## src/rtl/mem_stage_ctrl_if.sv

```systemverilog
// Multi-cycle data-memory port between the memory-stage controller and the memory.
// The controller holds mem_req until a single-cycle mem_done returns.
interface mem_stage_ctrl_if #(
    parameter int DATA_W = 16
) ();
    logic              mem_req;
    logic              mem_we;
    logic [DATA_W-1:0] mem_addr;
    logic [DATA_W-1:0] mem_wdata;
    logic [DATA_W-1:0] mem_rdata;
    logic              mem_done;

    modport master (
        output mem_req,
        output mem_we,
        output mem_addr,
        output mem_wdata,
        input  mem_rdata,
        input  mem_done
    );

    modport slave (
        input  mem_req,
        input  mem_we,
        input  mem_addr,
        input  mem_wdata,
        output mem_rdata,
        output mem_done
    );
endinterface

```

## src/rtl/mem_stage_ctrl.sv

```systemverilog
// Memory-stage controller: runs one data-memory access per load/store, stalls the
// front of the pipeline meanwhile, and halts on createdump, misalignment or timeout.
//
//   state | meaning
//   IDLE  | pass-through; a load/store captures its operands and starts an access
//   BUSY  | mem_req held with captured operands until mem_done or timeout
//   RESP  | access finished; MEM/WB captures the result, EX/MEM advances
//   HALT  | dump or error; pipeline frozen until reset
module mem_stage_ctrl #(
    parameter int DATA_W  = 16,
    parameter int TIMEOUT = 15
) (
    input  logic              clk,
    input  logic              rst,
    input  logic              createdump_is,
    input  logic              write_mem_is,
    input  logic              read_mem_is,
    input  logic              mem_to_reg_is,
    input  logic              reg_w_en_is,
    input  logic [DATA_W-1:0] data_2_is,
    input  logic [DATA_W-1:0] ALU_out_is,
    mem_stage_ctrl_if.master  mem,
    output logic              stall,
    output logic [DATA_W-1:0] rd_data_os,
    output logic [DATA_W-1:0] ALU_out_os,
    output logic              mem_to_reg_os,
    output logic              reg_w_en_os,
    output logic              dump,
    output logic              err
);

    typedef enum logic [1:0] {
        IDLE = 2'd0,
        BUSY = 2'd1,
        RESP = 2'd2,
        HALT = 2'd3
    } state_t;

    localparam logic [7:0] CNT_LAST = 8'(TIMEOUT - 1);

    state_t            state;
    logic [7:0]        cnt;
    logic              we_q;
    logic [DATA_W-1:0] addr_q;
    logic [DATA_W-1:0] wdata_q;
    logic              access;

    assign access = read_mem_is | write_mem_is;

    always_ff @(posedge clk) begin
        if (!rst) begin
            state      <= IDLE;
            cnt        <= 8'd0;
            we_q       <= 1'b0;
            addr_q     <= '0;
            wdata_q    <= '0;
            rd_data_os <= '0;
            dump       <= 1'b0;
            err        <= 1'b0;
        end else begin
            dump <= 1'b0;
            unique case (state)
                IDLE: begin
                    if (createdump_is) begin
                        dump  <= 1'b1;
                        state <= HALT;
                    end else if (access && ALU_out_is[0]) begin
                        err   <= 1'b1;
                        state <= HALT;
                    end else if (access) begin
                        // A simultaneous read and write is treated as a write.
                        addr_q  <= ALU_out_is;
                        wdata_q <= data_2_is;
                        we_q    <= write_mem_is;
                        state   <= BUSY;
                    end
                end
                BUSY: begin
                    if (cnt != 8'hFF) begin
                        cnt <= cnt + 8'd1;
                    end
                    if (mem.mem_done) begin
                        if (!we_q) begin
                            rd_data_os <= mem.mem_rdata;
                        end
                        state <= RESP;
                    end else if (cnt == CNT_LAST) begin
                        err   <= 1'b1;
                        state <= HALT;
                    end
                end
                RESP: begin
                    cnt   <= 8'd0;
                    state <= IDLE;
                end
                HALT: begin
                    state <= HALT;
                end
                default: state <= IDLE;
            endcase
        end
    end

    // EX/MEM must hold the instruction through BUSY so RESP still sees it.
    always_comb begin
        stall = 1'b0;
        unique case (state)
            IDLE:    stall = createdump_is | access;
            BUSY:    stall = 1'b1;
            RESP:    stall = 1'b0;
            HALT:    stall = 1'b1;
            default: stall = 1'b0;
        endcase
    end

    assign mem.mem_req   = (state == BUSY);
    assign mem.mem_we    = we_q;
    assign mem.mem_addr  = addr_q;
    assign mem.mem_wdata = wdata_q;

    assign ALU_out_os    = ALU_out_is;
    assign mem_to_reg_os = mem_to_reg_is;
    assign reg_w_en_os   = reg_w_en_is & ~stall;

endmodule

```

## src/flat_wrapper.sv

```systemverilog
// flat-port wrapper written by rule: the top's interface ports become plain ports
module mem_stage_ctrl_flat 
#(
    parameter int DATA_W  = 16,
    parameter int TIMEOUT = 15
)
  (clk, rst, createdump_is, write_mem_is, read_mem_is, mem_to_reg_is, reg_w_en_is, data_2_is, ALU_out_is, stall, rd_data_os, ALU_out_os, mem_to_reg_os, reg_w_en_os, dump, err, mem_mem_req, mem_mem_we, mem_mem_addr, mem_mem_wdata, mem_mem_rdata, mem_mem_done);
  mem_stage_ctrl_if #(.DATA_W(DATA_W)) mem_i ();
  input  logic clk;
  input  logic rst;
  input  logic createdump_is;
  input  logic write_mem_is;
  input  logic read_mem_is;
  input  logic mem_to_reg_is;
  input  logic reg_w_en_is;
  input  logic [DATA_W-1:0] data_2_is;
  input  logic [DATA_W-1:0] ALU_out_is;
  output logic stall;
  output logic [DATA_W-1:0] rd_data_os;
  output logic [DATA_W-1:0] ALU_out_os;
  output logic mem_to_reg_os;
  output logic reg_w_en_os;
  output logic dump;
  output logic err;
  output wire logic [$bits(mem_i.mem_req)-1:0] mem_mem_req;
  output wire logic [$bits(mem_i.mem_we)-1:0] mem_mem_we;
  output wire logic [$bits(mem_i.mem_addr)-1:0] mem_mem_addr;
  output wire logic [$bits(mem_i.mem_wdata)-1:0] mem_mem_wdata;
  input wire logic [$bits(mem_i.mem_rdata)-1:0] mem_mem_rdata;
  input wire logic [$bits(mem_i.mem_done)-1:0] mem_mem_done;
  assign mem_mem_req = mem_i.mem_req;
  assign mem_mem_we = mem_i.mem_we;
  assign mem_mem_addr = mem_i.mem_addr;
  assign mem_mem_wdata = mem_i.mem_wdata;
  assign mem_i.mem_rdata = mem_mem_rdata;
  assign mem_i.mem_done = mem_mem_done;
  mem_stage_ctrl #(.DATA_W(DATA_W), .TIMEOUT(TIMEOUT)) u_core (.clk(clk), .rst(rst), .createdump_is(createdump_is), .write_mem_is(write_mem_is), .read_mem_is(read_mem_is), .mem_to_reg_is(mem_to_reg_is), .reg_w_en_is(reg_w_en_is), .data_2_is(data_2_is), .ALU_out_is(ALU_out_is), .mem(mem_i), .stall(stall), .rd_data_os(rd_data_os), .ALU_out_os(ALU_out_os), .mem_to_reg_os(mem_to_reg_os), .reg_w_en_os(reg_w_en_os), .dump(dump), .err(err));
endmodule
```

## config.mk

```make
export PLATFORM = sky130hd
export DESIGN_NAME = mem_stage_ctrl_flat
export DESIGN_NICKNAME = d
export VERILOG_FILES = /design/src/rtl/mem_stage_ctrl_if.sv /design/src/rtl/mem_stage_ctrl.sv /design/src/flat_wrapper.sv
export SDC_FILE = /design/constraint.sdc
export NUM_CORES = 1
export LEC_CHECK = 0
export ABC_AREA = 1
export BUFFER_PORTS_ARGS = -buffer_cell sky130_fd_sc_hd__buf_4
export CAP_MARGIN = 15
export CORE_MARGIN = 3
export CORE_UTILIZATION = 49
export DETAILED_ROUTE_END_ITERATION = 12
export GPL_ROUTABILITY_DRIVEN = 0
export PLACE_DENSITY_LB_ADDON = 0.08
export SLEW_MARGIN = 20
export SYNTH_ARGS = -nofsm -noshare
export SYNTH_HDL_FRONTEND = slang
export SYNTH_SLANG_ARGS = --single-unit
```

## constraint.sdc

```tcl
create_clock -name clk -period 1.9 [get_ports clk]
set_input_delay 0.19 -clock clk [delete_from_list [all_inputs] [get_ports clk]]
set_output_delay 0.19 -clock clk [all_outputs]
set_load 0.05 [all_outputs]
```

==> metrics.log <==
INFO  metric ffs_latches_synth = 61
INFO  metric worst_skew_pair.late_latency = 0.32 ns
INFO  metric dieHeight = 79.4 um
INFO  metric area_delta_synth_final = 37.3%
INFO  metric wire_per_inst = 12.2 um
INFO  metric numCtsBuffers = 9
INFO  metric first_global_vias = 2376
INFO  metric dr.pass1.iters = 4
INFO  metric global_route_wire_length_before_repair = 10600 um
INFO  metric coreArea = 0.00517 mm2
INFO  metric cap_viol_max_count = 0
INFO  metric port_buffers = 124
INFO  metric grt.overflow.total = 0
INFO  metric setup-violations-final = 0
INFO  metric cellLeakagePower = 0.00172 uW
INFO  metric outcome = complete, no violations
INFO  metric required = 1.71 ns
INFO  metric ant_nets = 0
INFO  metric cts_htree_levels = 3
INFO  metric hold_class = primary input to flip-flop
INFO  metric grt_max_degree = 52
INFO  metric layout.area.seq = 0.00122 mm2
INFO  metric power.density_cell_area = 909 mW/mm2
INFO  metric worstSetupStartpointType = flip-flop
INFO  metric layout.cells.most_common_list = sky130_fd_sc_hd__buf_4 (127), sky130_fd_sc_hd__dfxtp_1 (61), sky130_fd_sc_hd__inv_1 (53)
INFO  metric fraction_of_layout_cells_with_a_size_suffix_above_1 = 32.3%
INFO  metric design.final.nets = 520
INFO  metric cts-root-buf = sky130_fd_sc_hd__clkbuf_8
INFO  metric worstMarginPinSlew = 0.499 ns
INFO  metric postCtsHoldBufs = 0
INFO  metric drt_wl_total = 6560 um
INFO  metric placementRows = 26
INFO  metric vdd_drop_max = 0.664 mV
INFO  metric count_of_endpoints_failing_hold_in_the_final_timing_report = 0
INFO  metric arrival = 1.53 ns
INFO  metric synthesis.area_per_instance = 7.42 um2
INFO  metric clock-skew-final = 0.00683 ns
INFO  metric finalSetupTns = 0 ns
INFO  metric layout_commonest_cell = sky130_fd_sc_hd__buf_4
INFO  metric drtIter0Drc = 76
INFO  metric die_area = 0.00631 mm2
INFO  metric groute.usage.overall = 21.6%
INFO  metric net_count_synth = 414
INFO  metric timing.max_slew.rel_slack = 66.7%
INFO  metric synth.yosys.warnings = 0
INFO  metric achievable-frequency = 581 MHz
INFO  metric postCtsResizedCells = 0
INFO  metric period_share = 90.6%
INFO  metric cts-root-to-sink-buffers = 2
INFO  metric floorplan.initialDensity = 51.1%
INFO  metric detailed_place_hpwl = 4820 um
INFO  metric kind_of_end_point_of_the_critical_path = primary output
INFO  metric post-layout-total-power = 3300 uW
INFO  metric dieWidth = 79.4 um
INFO  metric post_drt_via_cell_ratio = 4.72
INFO  metric postSynthCellCount = 356
INFO  metric critPathMaxFanout = 5
INFO  metric num_io_pins = 127
INFO  metric setup_slack = 0.179 ns
INFO  metric clock_sink_count = 61
INFO  metric num_vias = 2534
INFO  metric period_needed = 1.72 ns
INFO  metric worst_slack_at_placement = 0.339 ns
INFO  metric route.detailed.drc = 0
INFO  metric synth_sequential_area_ratio = 46.2%
INFO  metric fillerInstances = 457
INFO  metric tritoncts = built
INFO  metric path_clk_slew = 0.07 ns
INFO  metric slew_viol_final = 0
INFO  metric post_cts_setup_buffer_count = 0
INFO  metric multi_input_area = 987 um2
INFO  metric antenna_violations_before_repair = 0
INFO  metric syn_area = 0.00264 mm2
INFO  metric worst-setup-path-type = flip-flop to primary output
INFO  metric synth_cell_types = 22
INFO  metric rsz0062_at_grt = false
INFO  metric antennaDiodeCount = 0
## kinds of logic after synthesis
logic type	share of synthesized area, %
fa+ha+maj	0.947
simple gates	18.2
compound gates	17.9
flops	46.2
buf+inv	16.7
## synthesized netlist by cell type
library cell / instances / share of area [%]
sky130_fd_sc_hd__nor2_8: 2 / 1.5
sky130_fd_sc_hd__o211ai_1: 1 / 0.28
sky130_fd_sc_hd__buf_6: 3 / 1.3
sky130_fd_sc_hd__nor2_2: 1 / 0.24
sky130_fd_sc_hd__o21ai_1: 48 / 9.1
sky130_fd_sc_hd__buf_2: 4 / 0.76
sky130_fd_sc_hd__a21oi_1: 42 / 8.0
sky130_fd_sc_hd__clkbuf_1: 4 / 0.57
sky130_fd_sc_hd__nand2_1: 34 / 4.8
sky130_fd_sc_hd__or2_1: 1 / 0.24
sky130_fd_sc_hd__buf_4: 20 / 5.7
sky130_fd_sc_hd__nand3_1: 14 / 2.7
sky130_fd_sc_hd__inv_2: 5 / 0.71
sky130_fd_sc_hd__dfxtp_1: 61 / 46
sky130_fd_sc_hd__nand2_2: 1 / 0.24
sky130_fd_sc_hd__o21bai_1: 2 / 0.57
sky130_fd_sc_hd__inv_1: 53 / 7.5
sky130_fd_sc_hd__buf_1: 1 / 0.14
sky130_fd_sc_hd__ha_1: 2 / 0.95
sky130_fd_sc_hd__nand4_1: 3 / 0.71
sky130_fd_sc_hd__nor2_1: 53 / 7.5
sky130_fd_sc_hd__nand3b_1: 1 / 0.28
## final timing paths
kind,depth (start not counted),slack (ns),endpoint,startpoint
max,5,0.18,reg_w_en_os,u_core.state[1]
min,3,0.09,u_core.rd_data_os[9],mem_mem_rdata[9]
max reg2reg,8,0.30,u_core.cnt[4],u_core.cnt[1]
min reg2reg,2,0.44,u_core.mem.mem_addr[10],u_core.mem.mem_addr[10]
## worst max-delay path, cell delays in order, from the launching register on
cell	delay, ns
sky130_fd_sc_hd__dfxtp_1	0.52
sky130_fd_sc_hd__nor2_2	0.11
sky130_fd_sc_hd__nand2_1	0.11
sky130_fd_sc_hd__o211ai_1	0.16
sky130_fd_sc_hd__nor2_4	0.11
sky130_fd_sc_hd__buf_4	0.20
## metal layers
| layer | global-route usage, % | up-vias | wire length (um) |
|---|---|---|---|
| li1 | - | 1323 | - |
| met1 | 24.5 | 1110 | 2700 |
| met2 | 35.0 | 91 | 3200 |
| met3 | 9.93 | 10 | 562 |
| met4 | 8.93 | 0 | 102 |
| met5 | 0 | - | 0 |
## final cells by class
class / count / area share (%)
sequential: 61 / 33.7
multi-input combinational: 205 / 27.2
clock buffer: 11 / 3.62
clock inverter: 5 / 0.759
inverter: 58 / 6.00
tap: 70 / 2.42
timing repair buffer: 127 / 26.3
## where the power goes
| group | switching, uW | internal [uW] | total, uW |
|---|---|---|---|
| Clock | 488 | 465 | 952 |
| Sequential | 61.1 | 1370 | 1430 |
| Combinational | 618 | 295 | 913 |
| Total | 1170 | 2130 | 3300 |
## state kept, by name, summed over array words and instances (netlist names)
signal                cells
u_core.cnt                8
u_core.err                1
u_core.state              2
u_core.dump               1
u_core.mem.mem_wdata     16
u_core.rd_data_os        16
u_core.mem.mem_addr      16
u_core.mem.mem_we         1
## through the flow
stage	hold slack [ns]	utilization (%)	instance area, um2	instances
after floorplan	0.325	-	2650	356
after global placement	0.381	67.0	3470	521
after detailed placement	0.381	67.0	3470	521
after CTS	0.0652	70.1	3630	537
after global routing	0.0587	70.1	3630	537
final	0.0868	70.1	3630	537
Note: power is estimated with default switching activity, not from simulation.
